### config.mk
export PLATFORM = sky130hd
export DESIGN_NAME = qerv_op_ser_flat
export DESIGN_NICKNAME = d
export VERILOG_FILES = /design/src/rtl/qerv_op_ser_if.sv /design/src/rtl/qerv_op_ser.sv /design/src/flat_wrapper.sv
export SDC_FILE = /design/constraint.sdc
export NUM_CORES = 1
export LEC_CHECK = 0
export CAP_MARGIN = 20
export CORE_MARGIN = 3
export CORE_UTILIZATION = 45
export DETAILED_ROUTE_END_ITERATION = 12
export PLACE_DENSITY = 0.75
export SLEW_MARGIN = 20
export SYNTH_ARGS = -nofsm -noshare
export SYNTH_HDL_FRONTEND = slang
export SYNTH_SLANG_ARGS = --single-unit
export TNS_END_PERCENT = 5
### constraint.sdc
create_clock -name clk -period 1.8 [get_ports clk]
set_input_delay 0.36 -clock clk [delete_from_list [all_inputs] [get_ports clk]]
set_output_delay 0.36 -clock clk [all_outputs]
set_load 0.1 [all_outputs]
### src/rtl/qerv_op_ser_if.sv
// qerv_op_ser_if: parallel operand handshake in, W-bit serial beat stream out.
// master = operand source / ALU side, slave = serializer.
interface qerv_op_ser_if #(
    parameter int W = 4
);
    logic         i_valid;
    logic         o_ready;
    logic [31:0]  i_rs1;
    logic [31:0]  i_op_b;
    logic         i_hold;
    logic         o_en;
    logic         o_cnt0;
    logic         o_last;
    logic [W-1:0] o_rs1;
    logic [W-1:0] o_op_b;

    modport master (
        output i_valid, i_rs1, i_op_b, i_hold,
        input  o_ready, o_en, o_cnt0, o_last, o_rs1, o_op_b
    );

    modport slave (
        input  i_valid, i_rs1, i_op_b, i_hold,
        output o_ready, o_en, o_cnt0, o_last, o_rs1, o_op_b
    );
endinterface

### src/rtl/qerv_op_ser.sv
// qerv_op_ser: 32-bit rs1/op_b to LSB-first W-bit beats for the serial ALU.
// Optional zero-bubble reload on the last beat: QERV_OP_SER_PREFETCH_EN.
module qerv_op_ser #(
    parameter int W = 4
) (
    input  logic          clk,
    input  logic          i_rst_n,
    qerv_op_ser_if.slave  bus
);
    localparam int N  = 32 / W;
    localparam int CW = (N > 1) ? $clog2(N) : 1;

    generate
        if (W != 1 && W != 2 && W != 4 && W != 8) begin : g_bad_w
            $error("qerv_op_ser: W must be 1, 2, 4 or 8");
        end
    endgenerate

    typedef enum logic {
        IDLE = 1'b0,
        RUN  = 1'b1
    } state_t;

    state_t        state;
    logic [CW-1:0] cnt;
    logic [31:0]   sr_rs1;
    logic [31:0]   sr_op_b;

    logic en;
    logic last_beat;
    logic accept;

    assign en        = (state == RUN) & ~bus.i_hold;
    assign last_beat = en & (cnt == CW'(N - 1));

`ifdef QERV_OP_SER_PREFETCH_EN
    // Reload during the final beat so the next word follows with no bubble.
    assign bus.o_ready = (state == IDLE) | last_beat;
`else
    assign bus.o_ready = (state == IDLE);
`endif

    assign accept = bus.i_valid & bus.o_ready;

    assign bus.o_en   = en;
    assign bus.o_cnt0 = en & (cnt == '0);
    assign bus.o_last = last_beat;
    assign bus.o_rs1  = sr_rs1[W-1:0];
    assign bus.o_op_b = sr_op_b[W-1:0];

    always_ff @(posedge clk or negedge i_rst_n) begin
        if (!i_rst_n) begin
            state   <= IDLE;
            cnt     <= '0;
            sr_rs1  <= '0;
            sr_op_b <= '0;
        end else if (accept) begin
            state   <= RUN;
            cnt     <= '0;
            sr_rs1  <= bus.i_rs1;
            sr_op_b <= bus.i_op_b;
        end else if (en) begin
            sr_rs1  <= {{W{1'b0}}, sr_rs1[31:W]};
            sr_op_b <= {{W{1'b0}}, sr_op_b[31:W]};
            if (last_beat) begin
                state <= IDLE;
                cnt   <= '0;
            end else begin
                cnt <= cnt + CW'(1);
            end
        end
    end
endmodule

### src/flat_wrapper.sv
// flat-port wrapper written by rule: the top's interface ports become plain ports
module qerv_op_ser_flat 
#(
    parameter int W = 4
)
  (clk, i_rst_n, bus_i_valid, bus_i_rs1, bus_i_op_b, bus_i_hold, bus_o_ready, bus_o_en, bus_o_cnt0, bus_o_last, bus_o_rs1, bus_o_op_b);
  qerv_op_ser_if #(.W(W)) bus_i ();
  input  logic clk;
  input  logic i_rst_n;
  input wire logic [$bits(bus_i.i_valid)-1:0] bus_i_valid;
  input wire logic [$bits(bus_i.i_rs1)-1:0] bus_i_rs1;
  input wire logic [$bits(bus_i.i_op_b)-1:0] bus_i_op_b;
  input wire logic [$bits(bus_i.i_hold)-1:0] bus_i_hold;
  output wire logic [$bits(bus_i.o_ready)-1:0] bus_o_ready;
  output wire logic [$bits(bus_i.o_en)-1:0] bus_o_en;
  output wire logic [$bits(bus_i.o_cnt0)-1:0] bus_o_cnt0;
  output wire logic [$bits(bus_i.o_last)-1:0] bus_o_last;
  output wire logic [$bits(bus_i.o_rs1)-1:0] bus_o_rs1;
  output wire logic [$bits(bus_i.o_op_b)-1:0] bus_o_op_b;
  assign bus_i.i_valid = bus_i_valid;
  assign bus_i.i_rs1 = bus_i_rs1;
  assign bus_i.i_op_b = bus_i_op_b;
  assign bus_i.i_hold = bus_i_hold;
  assign bus_o_ready = bus_i.o_ready;
  assign bus_o_en = bus_i.o_en;
  assign bus_o_cnt0 = bus_i.o_cnt0;
  assign bus_o_last = bus_i.o_last;
  assign bus_o_rs1 = bus_i.o_rs1;
  assign bus_o_op_b = bus_i.o_op_b;
  qerv_op_ser #(.W(W)) u_core (.clk(clk), .i_rst_n(i_rst_n), .bus(bus_i));
endmodule
==> reports/metrics.csv, run 1 <==
stage,metric,value,unit
critical_path,launch instance of the worst register-to-register path,u_core.state$_DFFE_PN0P_,
critical_path,Critical Path End Type,primary output,
die,vertical extent of the die,93.5,um
routing,Routed WL,7490,um
die,area of the placeable core,7330,um2
flow_run,max_cap viols,0,
finish,layout overhead on the synthesized area,34.8,%
clocking,CTS Buffer Depth,2,
timing,Tightest Pin Transition,0.545,ns
logic_synthesis,Synth Cell Area,3450,um2
routing,routed length per instance,14.6,um
pwr,"Power, Total",6.40,mW
global_route,wire length of the first global-routing pass,12800,um
die,Boundary Pins,80,
timing,min setup slack post-route,0.0237,ns
pwr,power density cells,1380,nW/um2
die,Std-Cell Rows,31,
hold_path,launch instance of the worst min-delay path,bus_i_valid,
run_status,run status,"complete, no violations",
finish,total inserted antenna cells,0,
timing,Max Clock Freq,563,MHz
global_route,met3 Track Usage GR,6.60,%
routing,number of vias per cell,5.31,
clocking,TritonCTS Buffers,9,
routing,length of the first detailed-routing pass in iterations,4,
global_route,total global-route track usage,18.4,%
timing,max-slew headroom at the worst pin,63.6,%
global_route,GRT met2 Usage,28.5,%
placement,PortBufs,79,
routing,DRC Markers,0,
die,die outline area,8740,um2
logic_synthesis,gate count after technology mapping,344,
die,starting density of the core,47.0,%
logic_synthesis,portion of the post-synthesis area used by sequential elements,49.4,%
clocking,buffer type at the clock tree root,sky130_fd_sc_hd__clkbuf_8,
logic_synthesis,post-synthesis average cell area,10.0,um2
finish,"Design Area, Final",4640,um2
hold_path,worst min-delay path class,in2reg,
timing,share of the clock period used by the worst path,98.7,%
global_route,global routing usage on met1,25.1,%
clocking,CTS tree,built,
logic_synthesis,Synth Flop Type,sky130_fd_sc_hd__dfrtp_1,
logic_synthesis,number of enable-type register cells in the synthesized netlist,0,
critical_path,required time of the critical path,1.44,ns
placement,Post-Place Setup Slack,0.157,ns
logic_synthesis,top post-synthesis cells by area,"sky130_fd_sc_hd__dfrtp_1 (49%), sky130_fd_sc_hd__mux2i_1 (10%), sky130_fd_sc_hd__a21oi_1 (8.1%), sky130_fd_sc_hd__a211oi_1 (7.0%), sky130_fd_sc_hd__nor2b_1 (6.0%)",
finish,number of inserted filler cells in the final layout,609,
global_route,maximum number of pins on one net before global-route repair,71,
critical_path,Setup Crit Path Kind,reg2out,
timing,setup repair after global routing missed its margin,true,
timing,number of endpoints with negative hold slack in the final report,0,
clocking,Sinks on Clock Net,68,
global_route,via count of the first global-routing pass,2690,
logic_synthesis,cell type contributing the most total cell area after synthesis,sky130_fd_sc_hd__dfrtp_1,
timing,Final setup violation count,0,
logic_synthesis,async set-reset flop share out of synthesis,100,%
placement,routability congestion estimate,0.749,
routing,residual antenna-violating net count after detailed routing,0,
finish,Post-layout nets,480,
logic_synthesis,number of library cell types mapped by synthesis,25,
finish,layout cells sized above 1,11.8,%
logic_synthesis,number of synthesis warnings,0,
timing,Setup Skew,0.00621,ns
timing,minimum clock period after layout,1.78,ns
timing,final-report max-slew violation count,0,
die,Die X-Extent,93.5,um
logic_synthesis,list of most frequent post-synthesis cells,"sky130_fd_sc_hd__dfrtp_1 (68), sky130_fd_sc_hd__a21oi_1 (56), sky130_fd_sc_hd__mux2i_1 (36), sky130_fd_sc_hd__nor2b_1 (33), sky130_fd_sc_hd__a211oi_1 (32)",
placement,area of placed instances,4370,um2
logic_synthesis,nets in the synthesized netlist,415,
critical_path,critical path launch point,u_core.cnt[0]$_DFFE_PN0P_,
clocking,htree depth,3,
global_route,busiest grt layer,met2,
routing,number of design-rule violations left by the first detailed-router iteration,105,
clocking,"Clk pin slew, worst setup/hold paths",0.07,ns
critical_path,Max Fanout on Critical Path,3,
logic_synthesis,most common cell in the synthesized netlist,sky130_fd_sc_hd__dfrtp_1,
critical_path,"Data arrival, critical path",1.42,ns
pwr,cell leakage power,2.10,nW
logic_synthesis,number of flip-flops and latches in the synthesized netlist,68,
critical_path,Worst setup SP type,flop,
global_route,number of antenna violations at the first check in global routing,0,
logic_synthesis,post-synth top area share,49.4,%
routing,total vias in the final route,2724,
clocking,clock latency on the worst-skew pair,0.33,ns
pwr,Peak VDD IR,0.801,mV
global_route,overall overflow remaining after global route,0,
placement,detailed placement HPWL,5030,um
-- state kept, by name, indices dropped and copies added, names as in the netlist --
name and count:
u_core.sr_op_b 32, u_core.sr_rs1 32, u_core.cnt 3, u_core.state 1
-- layer usage --
| layer | routed length, um | vias to the layer above |
|---|---|---|
| met2 | 3600 | 74 |
| met1 | 3430 | 1298 |
| met4 | 19 | 0 |
| met3 | 446 | 2 |
| met5 | 0 | - |
| li1 | - | 1350 |
-- worst paths after layout --
check	cells after the start	slack (ns)	endpoint
worst max-delay path	5	0.02	bus_o_last
worst min-delay path	3	0.34	u_core.state$_DFFE_PN0P_
max in group asynchronous	3	0.81	u_core.cnt[2]$_DFFE_PN0P_
min in group asynchronous	2	0.40	u_core.sr_op_b[19]$_DFFE_PN0P_
worst min register to register	2	0.51	u_core.sr_op_b[29]$_DFFE_PN0P_
worst max register to register	4	0.21	u_core.sr_rs1[5]$_DFFE_PN0P_
-- layout make-up --
| cell class | count | area (um2) | area share [%] |
|---|---|---|---|
| Inverter | 29 | 111 | 2.40 |
| Tap cell | 99 | 124 | 2.67 |
| Multi-Input combinational cell | 210 | 1470 | 31.6 |
| Sequential cell | 68 | 1700 | 36.7 |
| Clock inverter | 5 | 75.1 | 1.62 |
| Clock buffer | 11 | 141 | 3.04 |
| Timing Repair Buffer | 91 | 1020 | 22.0 |
-- power by group --
| group | internal (mW) | switching (mW) |
|---|---|---|
| combinational | 1.15 | 1.40 |
| clock | 0.811 | 0.544 |
| sequential | 2.08 | 0.413 |
| total | 4.04 | 2.36 |
-- through the flow --
step	hold slack (ns)	utilization (%)	TNS (ns)	instances
final	0.340	63.4	0	513
after global routing	0.333	63.4	-0.0907	513
after global placement	0.226	59.5	0	493
after detailed placement	0.229	59.5	0	493
after floorplan	0.0644	-	-0.651	344
after CTS	0.320	62.8	-0.0424	510
-- critical path, cell delays in order (launching register included) --
cell and delay (ns):
sky130_fd_sc_hd__dfrtp_1 0.38, sky130_fd_sc_hd__ha_2 0.20, sky130_fd_sc_hd__ha_4 0.14, sky130_fd_sc_hd__inv_4 0.04
sky130_fd_sc_hd__nor2_4 0.14, sky130_fd_sc_hd__buf_12 0.19
-- what timing repair did --
item / in CTS / in global routing
setup buffers: 0 / 3
endpoints found under the hold margin: 7 / 0
hold buffers: 1 / 0
gates resized for setup: 4 / 4
pin swaps: 1 / 2
endpoints found under the setup margin: 2 / 3
-- cells by family (layout without fill, tap and decap cells) --
group           count (synthesis)  in the layout  share of synthesized area (%)
buf+inv                        66            136                           9.19
flops                          68             68                           49.4
compound gates                124            124                           21.9
mux                            36             36                           10.5
fa+ha+maj                       3              3                           1.09
simple gates                   47             47                           8.02
-- layout by cell type (no fill, tap or decap), types with 2 or more instances in the layout --
| cell type | netlist | final |
|---|---|---|
| sky130_fd_sc_hd__nor2_1 | 3 | 2 |
| sky130_fd_sc_hd__mux2i_1 | 36 | 36 |
| sky130_fd_sc_hd__o22ai_1 | 24 | 24 |
| sky130_fd_sc_hd__bufinv_16 | 0 | 2 |
| sky130_fd_sc_hd__a211oi_1 | 32 | 32 |
| sky130_fd_sc_hd__clkinv_2 | 0 | 3 |
| sky130_fd_sc_hd__a21oi_1 | 56 | 56 |
| sky130_fd_sc_hd__clkbuf_8 | 0 | 10 |
| sky130_fd_sc_hd__dfrtp_1 | 68 | 67 |
| sky130_fd_sc_hd__nor2b_1 | 33 | 33 |
| sky130_fd_sc_hd__clkdlybuf4s50_1 | 0 | 64 |
| sky130_fd_sc_hd__o21ai_0 | 6 | 6 |
| sky130_fd_sc_hd__buf_2 | 15 | 3 |
| sky130_fd_sc_hd__buf_12 | 0 | 14 |
| sky130_fd_sc_hd__buf_4 | 9 | 8 |
| sky130_fd_sc_hd__nand2_1 | 5 | 5 |
| sky130_fd_sc_hd__a22o_1 | 4 | 4 |
| sky130_fd_sc_hd__inv_1 | 29 | 28 |
Note: power is estimated with default switching activity, not from simulation.
==> run 2, diff against run 1 <==
--- a/config.mk
+++ b/config.mk
@@ -6,9 +6,10 @@
 export NUM_CORES = 1
 export LEC_CHECK = 0
 export CAP_MARGIN = 20
-export CORE_MARGIN = 3
+export CORE_MARGIN = 2
 export CORE_UTILIZATION = 45
 export DETAILED_ROUTE_END_ITERATION = 12
+export GPL_TIMING_DRIVEN = 0
 export PLACE_DENSITY = 0.75
 export SLEW_MARGIN = 20
 export SYNTH_ARGS = -nofsm -noshare
==> run 2 against run 1 <==
  * The run now ends with negative setup slack left
  * Clock power is 4% lower
  * Global-route usage increased by 2.1 points
  * Die area decreased by 4.2%
  * Cell count rose by 6.0%
  * Critical endpoint is now bus_o_cnt0
  * Largest cell class unchanged
  * Largest power group unchanged
==> reports/metrics.csv, run 2 (synthesis results as in run 1) <==
stage,metric,value,unit,change
clocking,buffer type at the clock tree root,sky130_fd_sc_hd__clkbuf_8,,
critical_path,Worst setup SP type,flop,,
die,Die X-Extent,91.5,um,-2.1%
routing,DRC Markers,0,,unchanged
timing,Max Clock Freq,543,MHz,-3.6%
critical_path,Critical Path End Type,primary output,,
placement,PortBufs,77,,-2.5%
clocking,Sinks on Clock Net,68,,unchanged
pwr,cell leakage power,2.16,nW,+2.5%
critical_path,required time of the critical path,1.44,ns,about the same
routing,number of vias per cell,5.34,,+0.64%
clocking,CTS tree,built,,
pwr,switching part of the total,38.3,%,+1.5 points
run_status,failing checks,negative setup slack,,
pwr,internal portion of total power,3.84,mW,-4.8%
pwr,portion of total power attributed to combinational logic,40.1,%,+0.3 points
global_route,maximum number of pins on one net before global-route repair,48,,-32%
routing,total vias in the final route,2907,,+6.7%
die,die outline area,8370,um2,-4.2%
placement,detailed placement HPWL,5970,um,+19%
finish,registers with the most flip-flops,"u_core.sr_op_b x32, u_core.sr_rs1 x32, u_core.cnt x3",,
finish,total inserted antenna cells,0,,unchanged
global_route,overall overflow remaining after global route,0,,unchanged
finish,layout overhead on the synthesized area,36.3,%,
timing,share of the clock period used by the worst path,102,%,+3.7 points
finish,highest-count cells in the layout ignoring fill and taps,"sky130_fd_sc_hd__dfrtp_1 (68), sky130_fd_sc_hd__clkdlybuf4s50_1 (64), sky130_fd_sc_hd__a21oi_1 (56)",,
hold_path,worst min-delay path class,in2reg,,
pwr,clock group share of total power,20.6,%,-0.6 points
timing,min setup slack post-route,-0.0427,ns,-0.0663 ns
finish,"most common cell after layout, fill and taps aside",sky130_fd_sc_hd__dfrtp_1,,
timing,Setup Skew,0.00717,ns,+0.000964 ns
critical_path,"Data arrival, critical path",1.48,ns,+0.06 ns
clocking,"Clk pin slew, worst setup/hold paths",0.07,ns,about the same
run_status,run status,"finished, violations left",,
clocking,TritonCTS Buffers,9,,unchanged
clocking,CTS Buffer Depth,2,,unchanged
clocking,clock latency on the worst-skew pair,0.35,ns,+0.02 ns
timing,number of endpoints with negative hold slack in the final report,0,,unchanged
pwr,power share of the sequential group,39.2,%,+0.2 points
finish,layout cells sized above 1,15.7,%,+3.9 points
pwr,power density cells,1330,nW/um2,-3.6%
timing,Tightest Pin Transition,0.542,ns,-0.00349 ns
die,vertical extent of the die,91.5,um,-2.1%
routing,number of design-rule violations left by the first detailed-router iteration,134,,+28%
pwr,Peak VDD IR,0.595,mV,-26%
timing,max-slew headroom at the worst pin,64.1,%,+0.40 points
global_route,via count of the first global-routing pass,2965,,+10%
finish,"count of placed standard cells in the final layout, fillers left out",544,,+6.0%
die,starting density of the core,47.0,%,unchanged
routing,routed length per instance,15.2,um,+4.3%
pwr,total net switching power,2.39,mW,+1.3%
critical_path,Setup Crit Path Kind,reg2out,,
timing,minimum clock period after layout,1.84,ns,+0.0663 ns
timing,Final setup violation count,2,,+2
global_route,total global-route track usage,20.5,%,+2.1 points
die,Boundary Pins,80,,unchanged
flow_run,max_cap viols,0,,unchanged
die,area of the placeable core,7330,um2,unchanged
placement,routability congestion estimate,0.769,,+2.6%
finish,Post-layout nets,511,,+6.5%
die,Std-Cell Rows,31,,unchanged
global_route,number of antenna violations at the first check in global routing,0,,unchanged
routing,residual antenna-violating net count after detailed routing,0,,unchanged
placement,placed cell count,521,,+5.7%
clocking,htree depth,3,,unchanged
global_route,wire length of the first global-routing pass,13700,um,+7.1%
timing,Total Negative Setup Slacks,-0.0631,ns,-0.0631 ns
timing,final-report max-slew violation count,0,,unchanged
routing,Routed WL,8290,um,+11%
critical_path,Max Fanout on Critical Path,4,,+1
routing,length of the first detailed-routing pass in iterations,4,,unchanged
timing,setup repair after global routing missed its margin,true,,
[run 2: changes by cell type in the layout (fill, tap and decap cells not counted), sizes merged]
| cell | previous run | this run |
|---|---|---|
| buf | 26 | 46 |
| clkbuf | 11 | 22 |
| bufinv | 2 | 1 |
| clkdlybuf4s15 | 0 | 1 |
| clkinv | 3 | 2 |
| clkinvlp | 0 | 1 |
[run 2: routing by layer]
layer	share of wire (%)	routed length (um)	vias up	global-route usage, %
met5	0	0	-	0
met4	1.5	124	0	7.58
met3	7.0	577	14	5.64
met2	49	4050	87	34.4
met1	43	3530	1404	25.1
li1	-	-	1402	-
[run 2: area by class of cell]
class,count,area [um2]
fillers,589,2640
flip-flops and latches,68,1700
inverters,29,109
repair buffers,87,881
clock buffers,12,155
well taps,99,124
plain buffers,35,219
clock inverters,4,47.5
multi-input cells,210,1460
[run 2: worst max-delay path: stages (launching register included)]
cell	delay, ns
sky130_fd_sc_hd__dfrtp_1	0.37
sky130_fd_sc_hd__buf_6	0.13
sky130_fd_sc_hd__nand2b_4	0.07
sky130_fd_sc_hd__buf_8	0.13
sky130_fd_sc_hd__nor3b_4	0.23
sky130_fd_sc_hd__buf_12	0.20
[run 2: power by group through the flow]
stage               sequential, mW  combinational, mW  clock (mW)
floorplan                     2.36               1.91           0
global placement              2.44               2.40           0
detailed placement            2.47               2.46           0
CTS                           2.45               2.47        1.32
global route                  2.52               2.71        1.38
finish                        2.45               2.50        1.29
[run 2: final timing paths]
kind                                          startpoint                             end  slack (ns)  depth (start not counted)
max in group asynchronous                        i_rst_n   u_core.sr_rs1[14]$_DFFE_PN0P_        0.83                          3
hold reg to reg            u_core.sr_rs1[30]$_DFFE_PN0P_   u_core.sr_rs1[30]$_DFFE_PN0P_        0.51                          1
setup reg to reg                u_core.state$_DFFE_PN0P_   u_core.sr_rs1[13]$_DFFE_PN0P_        0.30                          7
min in group asynchronous                        i_rst_n  u_core.sr_op_b[15]$_DFFE_PN0P_        0.44                          2
hold / removal                                bus_i_hold  u_core.sr_op_b[10]$_DFFE_PN0P_        0.35                          3
setup / recovery                u_core.state$_DFFE_PN0P_                      bus_o_cnt0       -0.04                          5
[run 2: what timing repair did]
action | in CTS | in global routing
pin swaps | 1 | 3
hold endpoints to repair | 21 | 0
resized for setup | 56 | 9
setup endpoints to repair | 12 | 4
hold buffers | 1 | 0
setup buffers | 0 | 8
gates cloned | 0 | 0
[run 2: through the flow]
stage          utilization (%)  worst slack, ns  hold slack, ns  instance area, um2  power [mW]
5_1_grt                   64.1          -0.0897           0.380                4700        6.61
6_report                  64.1          -0.0427           0.354                4700        6.24
3_3_place_gp              59.7            -1.97           0.486                4380        4.85
4_1_cts                   63.0           -0.202           0.336                4620        6.24
3_5_place_dp              60.1           -0.802           0.275                4400        4.94
2_1_floorplan                -           -0.265          0.0644                3480        4.26
